$ cat config.mk
export PLATFORM = sky130hd
export DESIGN_NAME = mips_regfile_2r1w
export DESIGN_NICKNAME = d
export VERILOG_FILES = /design/src/rtl/mips_regfile_2r1w.sv
export SDC_FILE = /design/constraint.sdc
export NUM_CORES = 2
export LEC_CHECK = 0
export CAP_MARGIN = 15
export CORE_ASPECT_RATIO = 2
export CORE_MARGIN = 10
export CORE_UTILIZATION = 55
export CTS_BUF_LIST = sky130_fd_sc_hd__clkbuf_8 sky130_fd_sc_hd__clkbuf_16
export CTS_CLUSTER_DIAMETER = 200
export DETAILED_ROUTE_END_ITERATION = 10
export PLACE_DENSITY = 0.68
export SETUP_SLACK_MARGIN = 0.5
export SYNTH_ARGS = -nofsm -noshare
export SYNTH_HDL_FRONTEND = slang
export SYNTH_SLANG_ARGS = --single-unit
$ cat constraint.sdc
create_clock -name clk -period 4.15 [get_ports clk]
set_input_delay 0.83 -clock clk [delete_from_list [all_inputs] [get_ports clk]]
set_output_delay 0.83 -clock clk [all_outputs]
set_load 0.02 [all_outputs]
$ cat src/rtl/mips_regfile_2r1w.sv
// Register file for the MIPS core: two combinational read ports, one write port,
// optional write-to-read bypass and a per-register pending scoreboard for RAW detection.
module mips_regfile_2r1w #(
    parameter int DATA_W   = 32,
    parameter int ADDR_W   = 5,
    parameter int ZERO_REG = 1,
    parameter int BYPASS   = 1
) (
    input  logic              clk,
    input  logic              rst_n,
    input  logic              we,
    input  logic [ADDR_W-1:0] waddr,
    input  logic [DATA_W-1:0] wdata,
    input  logic [ADDR_W-1:0] raddr_a,
    output logic [DATA_W-1:0] rdata_a,
    input  logic [ADDR_W-1:0] raddr_b,
    output logic [DATA_W-1:0] rdata_b,
    input  logic              sb_set,
    input  logic [ADDR_W-1:0] sb_addr,
    output logic              busy_a,
    output logic              busy_b,
    output logic [ADDR_W:0]   pend_cnt
);

    localparam int DEPTH = 1 << ADDR_W;

    // No handshake: one write and one scoreboard set are accepted every cycle.
    logic [DATA_W-1:0] mem_q [DEPTH];
    logic [DEPTH-1:0]  pend_q, pend_d;
    logic [ADDR_W:0]   pend_cnt_q, pend_cnt_d;

    logic wr_en, set_en, cnt_inc, cnt_dec;

    assign wr_en  = we     && !((ZERO_REG != 0) && (waddr   == '0));
    assign set_en = sb_set && !((ZERO_REG != 0) && (sb_addr == '0));

    // A set to the register being written wins: a new producer has just issued.
    always_comb begin
        pend_d = pend_q;
        if (wr_en) begin
            pend_d[waddr] = 1'b0;
        end
        if (set_en) begin
            pend_d[sb_addr] = 1'b1;
        end
    end

    assign cnt_inc = set_en && !pend_q[sb_addr];
    assign cnt_dec = wr_en && pend_q[waddr] && !(set_en && (sb_addr == waddr));

    always_comb begin
        pend_cnt_d = pend_cnt_q + (ADDR_W + 1)'(cnt_inc) - (ADDR_W + 1)'(cnt_dec);
    end

    always_ff @(posedge clk or negedge rst_n) begin
        if (!rst_n) begin
            for (int i = 0; i < DEPTH; i++) begin
                mem_q[i] <= '0;
            end
            pend_q     <= '0;
            pend_cnt_q <= '0;
        end else begin
            if (wr_en) begin
                mem_q[waddr] <= wdata;
            end
            pend_q     <= pend_d;
            pend_cnt_q <= pend_cnt_d;
        end
    end

    assign pend_cnt = pend_cnt_q;

    always_comb begin
        rdata_a = mem_q[raddr_a];
        busy_a  = pend_q[raddr_a];
        if ((BYPASS != 0) && we && (waddr == raddr_a)) begin
            rdata_a = wdata;
            busy_a  = 1'b0;
        end
        if ((ZERO_REG != 0) && (raddr_a == '0)) begin
            rdata_a = '0;
            busy_a  = 1'b0;
        end
    end

    always_comb begin
        rdata_b = mem_q[raddr_b];
        busy_b  = pend_q[raddr_b];
        if ((BYPASS != 0) && we && (waddr == raddr_b)) begin
            rdata_b = wdata;
            busy_b  = 1'b0;
        end
        if ((ZERO_REG != 0) && (raddr_b == '0)) begin
            rdata_b = '0;
            busy_b  = 1'b0;
        end
    end

endmodule
# Word level (Yosys, flattened, before mapping)
# Index checks and enable logic that the tools add are counted.
word_totals:
  ff_bits: 1062
  output_inout_bits: 72
classes:
  add_sub_neg: 2
  order_cmp: 10
  n_eq_ne: 3
  n_mux: 31
  n_bitwise: 6
  reduce_logical: 19
ops:
  columns: ["cell", "n"]
  rows:
  - ["1024-bit bitwise mux", 1]
  - ["32-bit 2-to-1 mux", 11]
  - ["32-bit binary-select mux with 5-bit select", 2]
  - ["32-bit demux with 5-bit select", 1]
  - ["32-bit AND", 1]
  - ["32-bit inverter", 1]
  - ["32-bit bitwise OR", 1]
  - ["5-bit by 6-bit less-than comparator with 1-bit output (second input constant)", 4]
  - ["1-bit binary-select mux with 5-bit select", 4]
  - ["5-bit logical NOT", 4]
  - ["6-bit >= comparator (second input constant)", 3]
  - ["5-bit inverter with 6-bit output", 3]
  - ["5-bit == test", 3]
  - ["1-bit logical AND", 11]
  - ["1-bit demux with 5-bit select", 2]
  - ["5-bit by 1-bit >= comparator with 1-bit output (second input constant)", 2]
  - ["1-bit 2-to-1 mux", 10]
  - ["6-bit by 1-bit adder with 6-bit output", 1]
  - ["6-bit by 1-bit less-than comparator with 1-bit output (second input constant)", 1]
  - ["6-bit by 1-bit subtractor with 6-bit output", 1]
  - ["1-bit logical NOT", 4]

# Longest topological paths before layout
depth:
  ltp_word: 9
  ltp_mapped: 15

# Worst setup path before layout
# Ideal clock, no wire load.
synth_timing:
  path_kind: "input port to flip-flop"
  from: "input port waddr[1]"
  to: "register pend_cnt_q[4] (netlist: pend_cnt[4])"
  setup_ns: 0.080
  t_arrival_ns: 3.566
  required_ns: 4.070
  slack_ns: 0.505
  stages: 14
  path_buffers: 2
  cell_sequence: "buf_2 buf_1 mux4_2 a22o_1 a221oi_1 a31oi_1 ha_1 inv_1 ha_1 fa_1 a21oi_1 nor2_1 nor2_1 xnor2_1"
synth_between:
  elab_chain_cells: 6
synth_lines:
  columns: ["item", "line", "text"]
  rows:
  - ["start, declared", "12", "input logic [ADDR_W-1:0] waddr,"]
  - ["parallel branches: the longest is 4 deep, another holds 1-bit binary-select mux with 5-bit select", null, null]
  - ["1-bit logical AND (*)", "49", "assign cnt_dec = wr_en && pend_q[waddr] && !(set_en && (sb_addr == waddr));"]
  - ["6-bit by 1-bit subtractor with 6-bit output (*)", "52", "pend_cnt_d = pend_cnt_q + (ADDR_W + 1)'(cnt_inc) - (ADDR_W + 1)'(cnt_dec);"]
  - ["net pend_cnt_d[4]", "30", "logic [ADDR_W:0] pend_cnt_q, pend_cnt_d;"]
  - ["end signal, assigned", "67", "pend_cnt_q <= pend_cnt_d;"]
  - ["end, declared", "30", null]
# Mark *: on every way through the listed nets, which the timed path passes. The select of a mux whose other input is x is not followed.
# A chain may end at the register's enable or synchronous reset.

# Worst setup path in the final report
layout_timing:
  from: "input port raddr_b[4]"
  to: "output port rdata_b[28]"
layout_between:
  elab_chain_cells: 6
layout_lines:
  columns: ["item", "line", "text"]
  rows:
  - ["start, declared", "16", "input logic [ADDR_W-1:0] raddr_b,"]
  - ["5-bit inverter with 6-bit output (not written as such)", "87", "rdata_b = mem_q[raddr_b];"]
  - ["32-bit binary-select mux with 5-bit select", "87", null]
  - ["32-bit 2-to-1 mux (not written as such) (2 in a row)", "87", null]
  - ["32-bit 2-to-1 mux", "89", "if ((BYPASS != 0) && we && (waddr == raddr_b)) begin"]
  - ["32-bit 2-to-1 mux (*)", "93", "if ((ZERO_REG != 0) && (raddr_b == '0)) begin"]
  - ["end, declared", "17", "output logic [DATA_W-1:0] rdata_b,"]
# Mark *: on every way between the ends. The rest lies on a longest branch, timed or not. The select of a mux whose other input is x is not followed.

==> results.cfg <==
[run_status]
status = complete, no violations

[setup_path]
critPathKind = in -> out
rr_startpoint = pend_q[3]
crit_path_cell_trace = buf_8 > buf_4 > nand2b_1 > buf_4 > a21oi_1 > nor4_2 > nor3_1 > dlygate4sd2_1
cpMostUsedCell = buf_4
slowest_delay_ns = 0.49
endpoint_kind = primary output
start_kind = input pin
cp.required_ns = 3.32
cp_top_family = buffers and inverters
crit_path_top_delay_cell = nand2b_1
crit_start = raddr_b[4]
reg2reg_depth = 12
cp.arrival_ns = 2.95
cp.depth = 8
worstPathMaxFanout = 8
worst-path-buf-inv = 4

[route]
initialDrtViolationCount = 4306
drt_wl_total_um = 212000
ant_nets = 0
drc = 0
wl_per_cell_um = 36.0
detailroute.via_count = 41787
via_per_inst = 7.11
drtPass1Iterations = 5

[synth]
yosysTopAreaCellShare = 0.458
synth_top_family_by_area = multiplexers
synth_area_per_cell_um2 = 14.2
synth.net_count = 4136
ys_seq_area_frac = 0.458
synthXorXnorAreaFrac = 0.00302
syn-cell-area_mm2 = 0.0580
synth_compound_area_frac = 0.0471
synth_top_flop_cell = dfrtp_1
ys_top_cells_by_area = dfrtp_1 (46%), mux2_2 (21%), mux4_2 (17%)
synth_mux_area_frac = 0.418
synthCells = 4073
synth-simple-area-share = 0.0348
async_flop_share = 1.00
ys_warn_count = 0
synth.distinct_cells = 60
synth-adder-area-share = 0.00164
synth_enable_flop_cells = 0
synth_seq_cells = 1062
yosysTopAreaCell = dfrtp_1

[final_layout]
area_growth_pct = 21.4
stdcell_count = 5878
drive_gt1_frac = 0.570
final_common_cell = mux2_2
final_util = 0.672
nets = 4506
final_cell_mix = mux2_2 (1079), dfrtp_1 (1060), mux4_2 (457)

[global_route]
grt_use_met1 = 0.412
grt_use_met2 = 0.571
grt_pass1_vias = 43992
grt_remaining_overflow = 0
busiest_layer = met2
grt_pass1_wl_um = 307000
grt_max_degree = 164
grt.met3_usage = 0.0707
antenna_found_initial = 4
grt_usage = 0.349

[floorplanning]
chipWidth_um = 250
dieArea_mm2 = 0.120
ioPinCount = 128
rows = 168
die_h_um = 479
initial_core_util = 0.554
core_region_area_mm2 = 0.105

[timing]
tightest_slew_ns = 0.967
hold_ws_ns = 0.0218
hold_viol_final = 0
fin_tns_setup_ns = 0
drv_slew = 0
fin_ws_ns = 0.371
max_freq_mhz = 265
rsz0062_at_grt = yes
setup-violations-final = 0
period_needed_ns = 3.78
finClkSkew_ns = 0.0144
relSlewSlack = 0.355
post-route-period-util = 0.911

[placement]
dp.cells = 5540
portBuffers = 127
pre_cts_ws_ns = -0.516
place_congestion = 0.921
hpwl_um = 134000

[clocking]
cts_buffer_depth = 3
cts_tree = done
h-tree-depth = 3
root_buffer = clkbuf_16
clk_pin_slew_worst_paths_ns = 0.07
cts.sinks = 1062
clk_latency_ns = 0.72
cts_buffers = 98

[pwr]
p_sw_frac = 0.288
p_sw_w = 0.00908
ir_worst_vdd_mv = 0.330
seqPwrFrac = 0.442
power_frac_comb = 0.251
internal-power_w = 0.0224
p_per_area_mw_per_mm2 = 447
leakage_nw = 31.0
clockPowerShare = 0.307

[run]
maxCapViolations = 0

[min_path]
hold_class = in -> async
[cell families after synthesis]
family	count (synthesis)
mux	1698
flops	1062
buf+inv	468
simple gates	416
compound gates	402
xor+xnor	20
fa+ha+maj	7
[final timing paths]
| path | end | slack (ns) |
|---|---|---|
| worst min-delay path | mem_q[263] | 0.02 |
| worst min register to register | mem_q[1004] | 0.40 |
| worst max register to register | pend_cnt[5] | 1.02 |
| min in group clk | mem_q[1004] | 0.40 |
| worst max-delay path | rdata_b[28] | 0.37 |
| max in group asynchronous | mem_q[1008] | 2.80 |
[per-layer routing]
| metal | share of wire | vias to the layer above |
|---|---|---|
| met5 | 0 | - |
| met4 | 0.083 | 0 |
| met3 | 0.090 | 853 |
| met2 | 0.48 | 2481 |
| met1 | 0.35 | 22023 |
| li1 | - | 16430 |
[cell type report]
cell class	count	area, µm²
timing repair buffer	725	8410
fill	7336	34300
clock inverter	54	562
inverter	12	47.5
tap	1360	1700
antenna	2	5.00
sequential	1062	26600
multi-input combinational	2544	30300
clock buffer	119	2780
[power groups by stage]
stage	clock (W)	combinational [W]	sequential, W
6_report	0.00966	0.00790	0.0139
5_1_grt	0.0101	0.00836	0.0141
4_1_cts	0.00974	0.00768	0.0139
3_5_place_dp	0	0.00732	0.0140
3_3_place_gp	0	0.00717	0.0139
2_1_floorplan	0	0.00513	0.0135
[flip-flops by register name, summed over array words and instances, names as in the netlist]
signal	cells
mem_q	1024
pend_cnt	6
pend_q	32
[repair_timing]
item                       4_1_cts  5_1_grt
cloned                          19        8
setup buffers                   83       53
setup endpoints to repair       66       65
pin swaps                       53       66
hold buffers                     0        0
gates resized for setup        361      169
[synthesized netlist by cell type (all sizes together) (16+ instances only)]
| master | count |
|---|---|
| mux4 | 465 |
| a32o | 16 |
| dfrtp | 1062 |
| a221oi | 32 |
| a22o | 16 |
| o221ai | 20 |
| nor3 | 91 |
| buf | 251 |
| mux2 | 1079 |
| nand2b | 20 |
| a22oi | 57 |
| mux2i | 154 |
| nand2 | 107 |
| a21oi | 47 |
| o22ai | 77 |
| clkbuf | 205 |
| a211oi | 17 |
| nor2 | 98 |
| o21ai | 92 |
| nand3 | 31 |
| xnor2 | 16 |
[stage by stage]
stage	total power, W	area (µm²)
final	0.0315	70400
after global routing	0.0326	70400
after CTS	0.0313	69300
after detailed placement	0.0214	63700
after global placement	0.0211	63700
after floorplan	0.0186	58000
No activity file was read; power rests on OpenSTA's default activity.
